`src/rtl/hazard_pkg.sv`:
```
// hazard_pkg: types, constants and helpers shared by hazard_unit and its shadow pipeline.
package hazard_pkg;

  localparam int REG_AW = 5;

  // Execute-stage operand source select.
  typedef enum logic [1:0] {
    FWD_RF = 2'b00,
    FWD_W  = 2'b01,
    FWD_M  = 2'b10
  } fwd_sel_t;

  // Writeback source of an instruction.
  typedef enum logic [1:0] {
    RES_ALU = 2'b00,
    RES_MEM = 2'b01,
    RES_PC4 = 2'b10
  } result_src_t;

  // Per-stage metadata carried down the shadow pipeline.
  typedef struct packed {
    logic [REG_AW-1:0] rd;
    logic              reg_write;
    logic              load;
  } stage_meta_t;

  // True when the stage writes a non-x0 register that matches rs.
  function automatic logic writes_reg(input stage_meta_t m, input logic [REG_AW-1:0] rs);
    return m.reg_write && (m.rd != '0) && (m.rd == rs);
  endfunction

endpackage

```
`src/rtl/hazard_shadow_pipe.sv`:
```
// hazard_shadow_pipe: E/M/W metadata register chain mirroring the datapath pipeline.
// A flush turns the E entry into a bubble; M and W always advance.
module hazard_shadow_pipe
  import hazard_pkg::*;
(
  input  logic              clk,
  input  logic              rst_n,
  input  logic              flush_i,
  input  stage_meta_t       meta_d_i,
  input  logic [REG_AW-1:0] rs1_d_i,
  input  logic [REG_AW-1:0] rs2_d_i,
  output stage_meta_t       meta_e_o,
  output logic [REG_AW-1:0] rs1_e_o,
  output logic [REG_AW-1:0] rs2_e_o,
  output stage_meta_t       meta_m_o,
  output stage_meta_t       meta_w_o
);

  stage_meta_t       meta_e_q, meta_m_q, meta_w_q;
  stage_meta_t       meta_e_d;
  logic [REG_AW-1:0] rs1_e_q, rs2_e_q, rs1_e_d, rs2_e_d;

  // E-stage next value: Decode fields, or an all-zero bubble on flush.
  always_comb begin
    meta_e_d = meta_d_i;
    rs1_e_d  = rs1_d_i;
    rs2_e_d  = rs2_d_i;
    if (flush_i) begin
      meta_e_d = '0;
      rs1_e_d  = '0;
      rs2_e_d  = '0;
    end
  end

  // Shadow registers advance every cycle; reset empties the whole pipe.
  always_ff @(posedge clk or negedge rst_n) begin
    if (!rst_n) begin
      meta_e_q <= '0;
      rs1_e_q  <= '0;
      rs2_e_q  <= '0;
      meta_m_q <= '0;
      meta_w_q <= '0;
    end else begin
      meta_e_q <= meta_e_d;
      rs1_e_q  <= rs1_e_d;
      rs2_e_q  <= rs2_e_d;
      meta_m_q <= meta_e_q;
      meta_w_q <= meta_m_q;
    end
  end

  assign meta_e_o = meta_e_q;
  assign rs1_e_o  = rs1_e_q;
  assign rs2_e_o  = rs2_e_q;
  assign meta_m_o = meta_m_q;
  assign meta_w_o = meta_w_q;

endmodule

```
`src/rtl/hazard_unit.sv`:
```
// hazard_unit: forwarding selects, load-use / RAW stalls and branch flushes for a
// 5-stage RISC-V pipeline, with a saturating stall-cycle counter.
// Build option: define HAZARD_FORWARD_EN to enable operand forwarding; without it the
// forward selects stay 00 and any E/M producer of a Decode source stalls Decode.
module hazard_unit #(
  parameter int REG_AW = 5,
  parameter int CNT_W  = 32
) (
  input  logic              clk,
  input  logic              rst_n,
  input  logic [REG_AW-1:0] rs1_d,
  input  logic [REG_AW-1:0] rs2_d,
  input  logic [REG_AW-1:0] rd_d,
  input  logic              reg_write_d,
  input  logic [1:0]        result_src_d,
  input  logic              pc_src_e,
  output logic [1:0]        forward_srcA_e,
  output logic [1:0]        forward_srcB_e,
  output logic              stall_f,
  output logic              stall_d,
  output logic              flush_d,
  output logic              flush_e,
  output logic [CNT_W-1:0]  stall_count
);

  // REG_AW must equal hazard_pkg::REG_AW; the shadow metadata struct is sized by the package.
  import hazard_pkg::*;

  stage_meta_t       meta_d, meta_e, meta_m, meta_w;
  logic [REG_AW-1:0] rs1_e, rs2_e;
  fwd_sel_t          fwd_a, fwd_b;
  logic              hazard;
  logic [CNT_W-1:0]  count_q, count_d;
  logic              unused_meta;

  assign meta_d = '{rd: rd_d, reg_write: reg_write_d, load: (result_src_d == RES_MEM)};

  hazard_shadow_pipe u_shadow (
    .clk      (clk),
    .rst_n    (rst_n),
    .flush_i  (flush_e),
    .meta_d_i (meta_d),
    .rs1_d_i  (rs1_d),
    .rs2_d_i  (rs2_d),
    .meta_e_o (meta_e),
    .rs1_e_o  (rs1_e),
    .rs2_e_o  (rs2_e),
    .meta_m_o (meta_m),
    .meta_w_o (meta_w)
  );

  // Not every shadow field is consumed in every build configuration.
  assign unused_meta = ^{rs1_e, rs2_e, meta_e, meta_m, meta_w};

  // Forward selection (M beats W) and the Decode stall condition for this build.
  always_comb begin
    fwd_a  = FWD_RF;
    fwd_b  = FWD_RF;
    hazard = 1'b0;
`ifdef HAZARD_FORWARD_EN
    if (writes_reg(meta_m, rs1_e))      fwd_a = FWD_M;
    else if (writes_reg(meta_w, rs1_e)) fwd_a = FWD_W;
    if (writes_reg(meta_m, rs2_e))      fwd_b = FWD_M;
    else if (writes_reg(meta_w, rs2_e)) fwd_b = FWD_W;
    // Only a load in E cannot be forwarded in time.
    hazard = meta_e.load && (meta_e.rd != '0) &&
             ((meta_e.rd == rs1_d) || (meta_e.rd == rs2_d));
`else
    // No bypass: hold Decode until every producer has reached W.
    hazard = writes_reg(meta_e, rs1_d) || writes_reg(meta_e, rs2_d) ||
             writes_reg(meta_m, rs1_d) || writes_reg(meta_m, rs2_d);
`endif
  end

  // Stall/flush arbitration: a taken branch overrides the stall; reset forces all low.
  always_comb begin
    stall_f = 1'b0;
    stall_d = 1'b0;
    flush_d = 1'b0;
    flush_e = 1'b0;
    if (rst_n) begin
      stall_f = hazard && !pc_src_e;
      stall_d = hazard && !pc_src_e;
      flush_d = pc_src_e;
      flush_e = hazard || pc_src_e;
    end
  end

  assign forward_srcA_e = fwd_a;
  assign forward_srcB_e = fwd_b;

  // Stall-cycle counter next value, saturating at all-ones.
  always_comb begin
    count_d = count_q;
    if (stall_d && (count_q != '1)) count_d = count_q + CNT_W'(1);
  end

  // Stall-cycle counter register.
  always_ff @(posedge clk or negedge rst_n) begin
    if (!rst_n) count_q <= '0;
    else        count_q <= count_d;
  end

  assign stall_count = count_q;

endmodule

```
`config.mk`:
```
export PLATFORM = sky130hd
export DESIGN_NAME = hazard_unit
export DESIGN_NICKNAME = d
export VERILOG_FILES = /design/src/rtl/hazard_pkg.sv /design/src/rtl/hazard_shadow_pipe.sv /design/src/rtl/hazard_unit.sv
export SDC_FILE = /design/constraint.sdc
export NUM_CORES = 1
export LEC_CHECK = 0
export CAP_MARGIN = 20
export CORE_ASPECT_RATIO = 0.5
export CORE_MARGIN = 4
export CORE_UTILIZATION = 44
export DETAILED_ROUTE_END_ITERATION = 8
export PLACE_DENSITY = 0.74
export SLEW_MARGIN = 10
export SYNTH_ARGS = -nofsm -noshare
export SYNTH_HDL_FRONTEND = slang
export SYNTH_SLANG_ARGS = --single-unit
```
`constraint.sdc`:
```
create_clock -name clk -period 2.7 [get_ports clk]
set_input_delay 0.54 -clock clk [delete_from_list [all_inputs] [get_ports clk]]
set_output_delay 0.54 -clock clk [all_outputs]
set_load 0.02 [all_outputs]
```
Word-level counts from Yosys, hierarchy flattened
Index checks and enable logic that the tools add are counted.

word-level totals
  bits in registers = 44
  input bits = 21
  output and inout bits = 40
  logic and storage cells = 31

cells by class
  add/subtract/negate cells = 1
  equal/unequal tests = 6
  multiplexer cells = 4
  reduce and logical (&&, ||, !) cells = 15

operator list
  kind                                                             count
  32-bit by 1-bit adder with 32-bit output, second input constant  1
  32-bit inequality test, second input constant                    1
  5-bit == test                                                    4
  5-bit nonzero test                                               2
  1-bit logical AND                                                8
  7-bit two-way mux                                                1
  1-bit logical OR                                                 4
  1-bit two-way mux                                                3
  2-bit by 1-bit == test with 1-bit output, second input constant  1
  1-bit zero test                                                  1

Depth between registers and ports, before layout
  depth in word-level cells = 9
  mapped depth = 9
  gate-level depth less buffers = 8

Hierarchy
Synthesis repeated with hierarchy kept, for this count alone.

unflattened totals
  cell total of the unflattened synthesis = 248
  area total of the unflattened synthesis = 2880.3 µm²

by module, submodules not included
  module              times used  cells each  area an instance (µm²)  seq. area each (µm²)
  hazard_unit         1           199         1969.4                  800.8
  hazard_shadow_pipe  1           49          910.9                   775.7

Least setup slack after synthesis
Ideal clock, no wire load.

  path kind = in2out
  start point = in rs1_d[2]
  end point = out stall_f
  arrival time = 1764 ps
  required time = 2160 ps
  slack = 396 ps
  stages on the path = 7
  buffers on the path = 2
  cells stage by stage = xor2_1 > nor3_1 > nand3_1 > a21oi_1 > o211a_2 > buf_2 > buf_4

on the way
  cells in the longest elaborated chain, start to end = 7
  elaborated cells on any way between the ends = 9
  classes of those cells = 2 x eq/ne; 1 x mux; 6 x reduce/logical

ends and longest elaborated chain
  what                   RTL line           text
  start: declaration     hazard_unit.sv:11  input logic [REG_AW-1:0] rs1_d,
  5-bit == test          hazard_pkg.sv:29   return m.reg_write && (m.rd != '0) && (m.rd == rs);
  1-bit logical AND      hazard_pkg.sv:29
  1-bit logical OR       hazard_unit.sv:70  hazard = writes_reg(meta_e, rs1_d) || writes_reg(meta_e, rs2_d) ||
  1-bit logical OR (*)   hazard_unit.sv:70
  1-bit logical OR (*)   hazard_unit.sv:71  writes_reg(meta_m, rs1_d) || writes_reg(meta_m, rs2_d);
  1-bit logical AND (*)  n/a
  1-bit two-way mux (*)  n/a
  end: declaration       hazard_unit.sv:19  output logic stall_f,

Mark *: on every way between the ends. The rest lies on a longest branch, timed or not.

Worst setup path after layout
  start point = in rs2_d[1]
  end point = out stall_d

on the way
  cells in the longest elaborated chain, start to end = 7
  elaborated cells on any way between the ends = 9
  classes of those cells = 2 x eq/ne; 1 x mux; 6 x reduce/logical

ends and longest elaborated chain
  what                           RTL line           text
  start: declaration             hazard_unit.sv:12  input logic [REG_AW-1:0] rs2_d,
  5-bit == test                  hazard_pkg.sv:29
  1-bit logical AND              hazard_pkg.sv:29
  1-bit logical OR (2 in a row)  hazard_unit.sv:70
  1-bit logical OR (*)           hazard_unit.sv:71
  1-bit logical AND (*)          hazard_unit.sv:83  stall_d = hazard && !pc_src_e;
  1-bit two-way mux (*)          hazard_unit.sv:81  if (rst_n) begin
  end: declaration               hazard_unit.sv:20  output logic stall_d,

Marks and branches as above.

==> out/qor.txt <==
status - complete, no violations
Max Fanout on Critical Path - 4
num rows - 18
initial DRC count - 51
Final Hold Slack - 78.0 ps
Skew-Pair Late Insertion Delay - 300 ps
WP data arrival - 2060 ps
synth warn - 0
slew margin rel. - 65.9%
number of global-route vias before repair - 1848
final hold vios - 0
CTS tree - yes
Post-Synthesis Cells - 212
root buffer cell - clkbuf_8
cell taking the most area after synthesis - dfrtp_1
met3 wire len - 194 um
Seq/Total Area, Yosys - 48.4%
Final #Nets - 309
Tcrit/Tclk final - 96.2%
Chip Height - 58.8 um
WP buf/inv - 2
max incr delay on CP - 460 ps
Post-Synthesis Cell Area - 2270 sq um
drt wl/cell - 14.9 um
dominant cells by area after synthesis - dfrtp_1 48%, xnor2_1 14%, xor2_1 5.4%
# Post-CTS Setup Buffers - 0
via count - 1799
Pleak - 1.39 nW
Pwr Density - 447 nW/um^2
first-pass GRT wire length - 8780 um
gr usage total - 17.7%
H-tree Lvls - 2
hold buffer count at cts - 0
antenna violations before repair - 0
minimum clock period - 2600 ps
DR top layer - met4
clock skew - 6.35 ps
DPL Wire Length - 3850 um
DRT met1 WL - 2340 um
# DRC - 0
initial core utilization - 45.9%
largest net degree at the start of global routing - 41
# Max-Cap Violations - 0
Netlist cell types - 34
crit path from - rs2_d[1]
Max stage delay cell, worst path - clkdlybuf4s50_1
TNS Setup - 0 ps
FF-to-FF Start - stall_count[0]
Post-Place Worst Slack - -460 ps
routed wire length - 5320 um
total grt overflow - 0
die width - 110 um
max-slew violations - 0
# port buffers - 54
CP cell instances - clkdlybuf4s50_1 -> xor2_1 -> nor3_1 -> nand3_1 -> a21oi_2 -> o211a_4 -> buf_2
RSZ-0062 raised after global routing - no
Worst-path clk slew - 80 ps
n_diodes - 0
Worst Tran Pin Value - 511 ps
Post-DP Area - 2990 sq um
met2 WL post-DR - 2760 um
GPL Wtd Cong - 0.814
Synth-to-Final Area Change - 37.7%
Setup Viol. Count Final - 0
Worst setup EP type - primary output
Worst VDD drop - 224 uV
CTS buffer count - 5
Post-Syn Area per Cell - 10.7 sq um
fraction of layout cells with a size suffix above 1 - 15.6%
antenna-violating nets left - 0
Setup Crit Path Kind - input port to primary output
Worst setup SP type - input port
design area - 3130 sq um
reg-to-reg endpoint - stall_count[1]
Die Area - 6450 sq um
Worst Hold Class - input port to asynchronous set/reset pin
CP top delay family - buffers and inverters
CTS Sinks - 44
core area - 4950 sq um
reg2reg path depth - 7
I/O Pins - 61
Max Fclk - 385 MHz
CP required - 2160 ps
First-pass DRT Iterations - 6
Seq cells post-synth - 44
final worst slack - 103 ps
DR vias/cell - 5.03
Clock Path Buffers - 2
worst reg2reg setup slack - 360 ps
Yosys top cell area share - 48.4%
==> layout make-up <==
cell class | count | area [sq um]
clock buffers | 6 | 72.6
clock inverters | 2 | 35.0
fillers | 394 | 1820
inverters | 3 | 11.3
multi-input cells | 158 | 1130
flip-flops and latches | 44 | 1100
well taps | 70 | 87.6
repair buffers | 75 | 693
==> stage by stage <==
stage	cells	util [%]	power, mW
after floorplan	215	-	0.806
after global placement	350	60.4	0.908
after detailed placement	350	60.4	0.916
after CTS	358	62.9	1.41
after global routing	358	63.2	1.46
final	358	63.2	1.40
==> worst reg2reg max path, cell delays in order, from the launching register on <==
cell and delay, ps:
dfrtp_1 420, ha_1 200, and4_1 250, nand4_2 230, nand2b_4 220, or2_1 390, nand2_1 170, mux2_2 340
==> per-layer routing <==
metal  up-vias  GRT usage, %
li1        874             -
met1       876          22.2
met2        45          31.6
met3         4          4.16
met4         0          3.73
met5         -             0
==> synth_stat cells, drive strengths merged <==
cell / count
nor4b: 1
dfrtp: 44
xnor2: 37
and2: 7
inv: 3
nand4b: 2
a21oi: 2
nand2b: 1
mux2: 1
o21ai: 2
and3: 12
conb: 1
nor4: 1
or2: 1
nor2: 6
buf: 10
xor2: 14
and4: 5
ha: 1
or4: 2
nand2: 13
nand4: 14
o31ai: 1
nand3: 19
o211a: 1
nor3: 11
==> state kept, by name (all words and copies together), names as in the netlist <==
signal,flops
stall_count,32
u_shadow.meta_e_o,6
u_shadow.meta_m_o,6
==> repair_timing <==
action                     CTS  global route
resized for setup           16             8
cloned                       0             0
pin swaps                    2             8
setup endpoints to repair    3             3
==> power breakdown <==
part,switching (mW),leakage [nW],total [mW],internal [mW]
clock network,0.221,0.0552,0.496,0.275
registers,0.0246,0.593,0.708,0.683
logic,0.0934,0.737,0.196,0.103
==> kinds of logic after synthesis <==
logic type / share of synthesized area (%)
XOR/XNOR: 19.6
multiplexers: 0.495
other: 0.165
AO/OA/AOI/OAI: 1.65
AND/OR/NAND/NOR: 25.3
buffers and inverters: 3.80
adder cells (fa/ha/maj): 0.550
flip-flops: 48.4
==> worst max-delay path by stage <==
stage	endpoint	slack, ps	depth (start not counted)
final	stall_d	100	7
after global routing	flush_e	4	9
after CTS	stall_f	2	7
after detailed placement	stall_d	-460	7
after global placement	stall_d	-430	7
after floorplan	stall_f	400	7
==> cells in the final DEF (no fill, tap or decap), types with 2 or more instances in the layout <==
master | Yosys | routed
nand4_1 | 13 | 13
nand4b_1 | 2 | 2
or4_1 | 2 | 2
nand2_1 | 13 | 13
nor3_1 | 10 | 10
nor2_1 | 6 | 6
clkdlybuf4s50_1 | 0 | 45
buf_4 | 5 | 22
and2_1 | 7 | 7
buf_2 | 3 | 3
conb_1 | 1 | 4
and3_1 | 11 | 11
clkbuf_8 | 0 | 5
a21oi_2 | 0 | 2
and4_1 | 4 | 4
inv_1 | 3 | 3
nand3_2 | 2 | 2
xnor2_1 | 37 | 37
dlymetal6s2s_1 | 0 | 5
dfrtp_1 | 44 | 44
nand3_1 | 17 | 17
xor2_1 | 14 | 14
(Power assumes the default switching activity.)
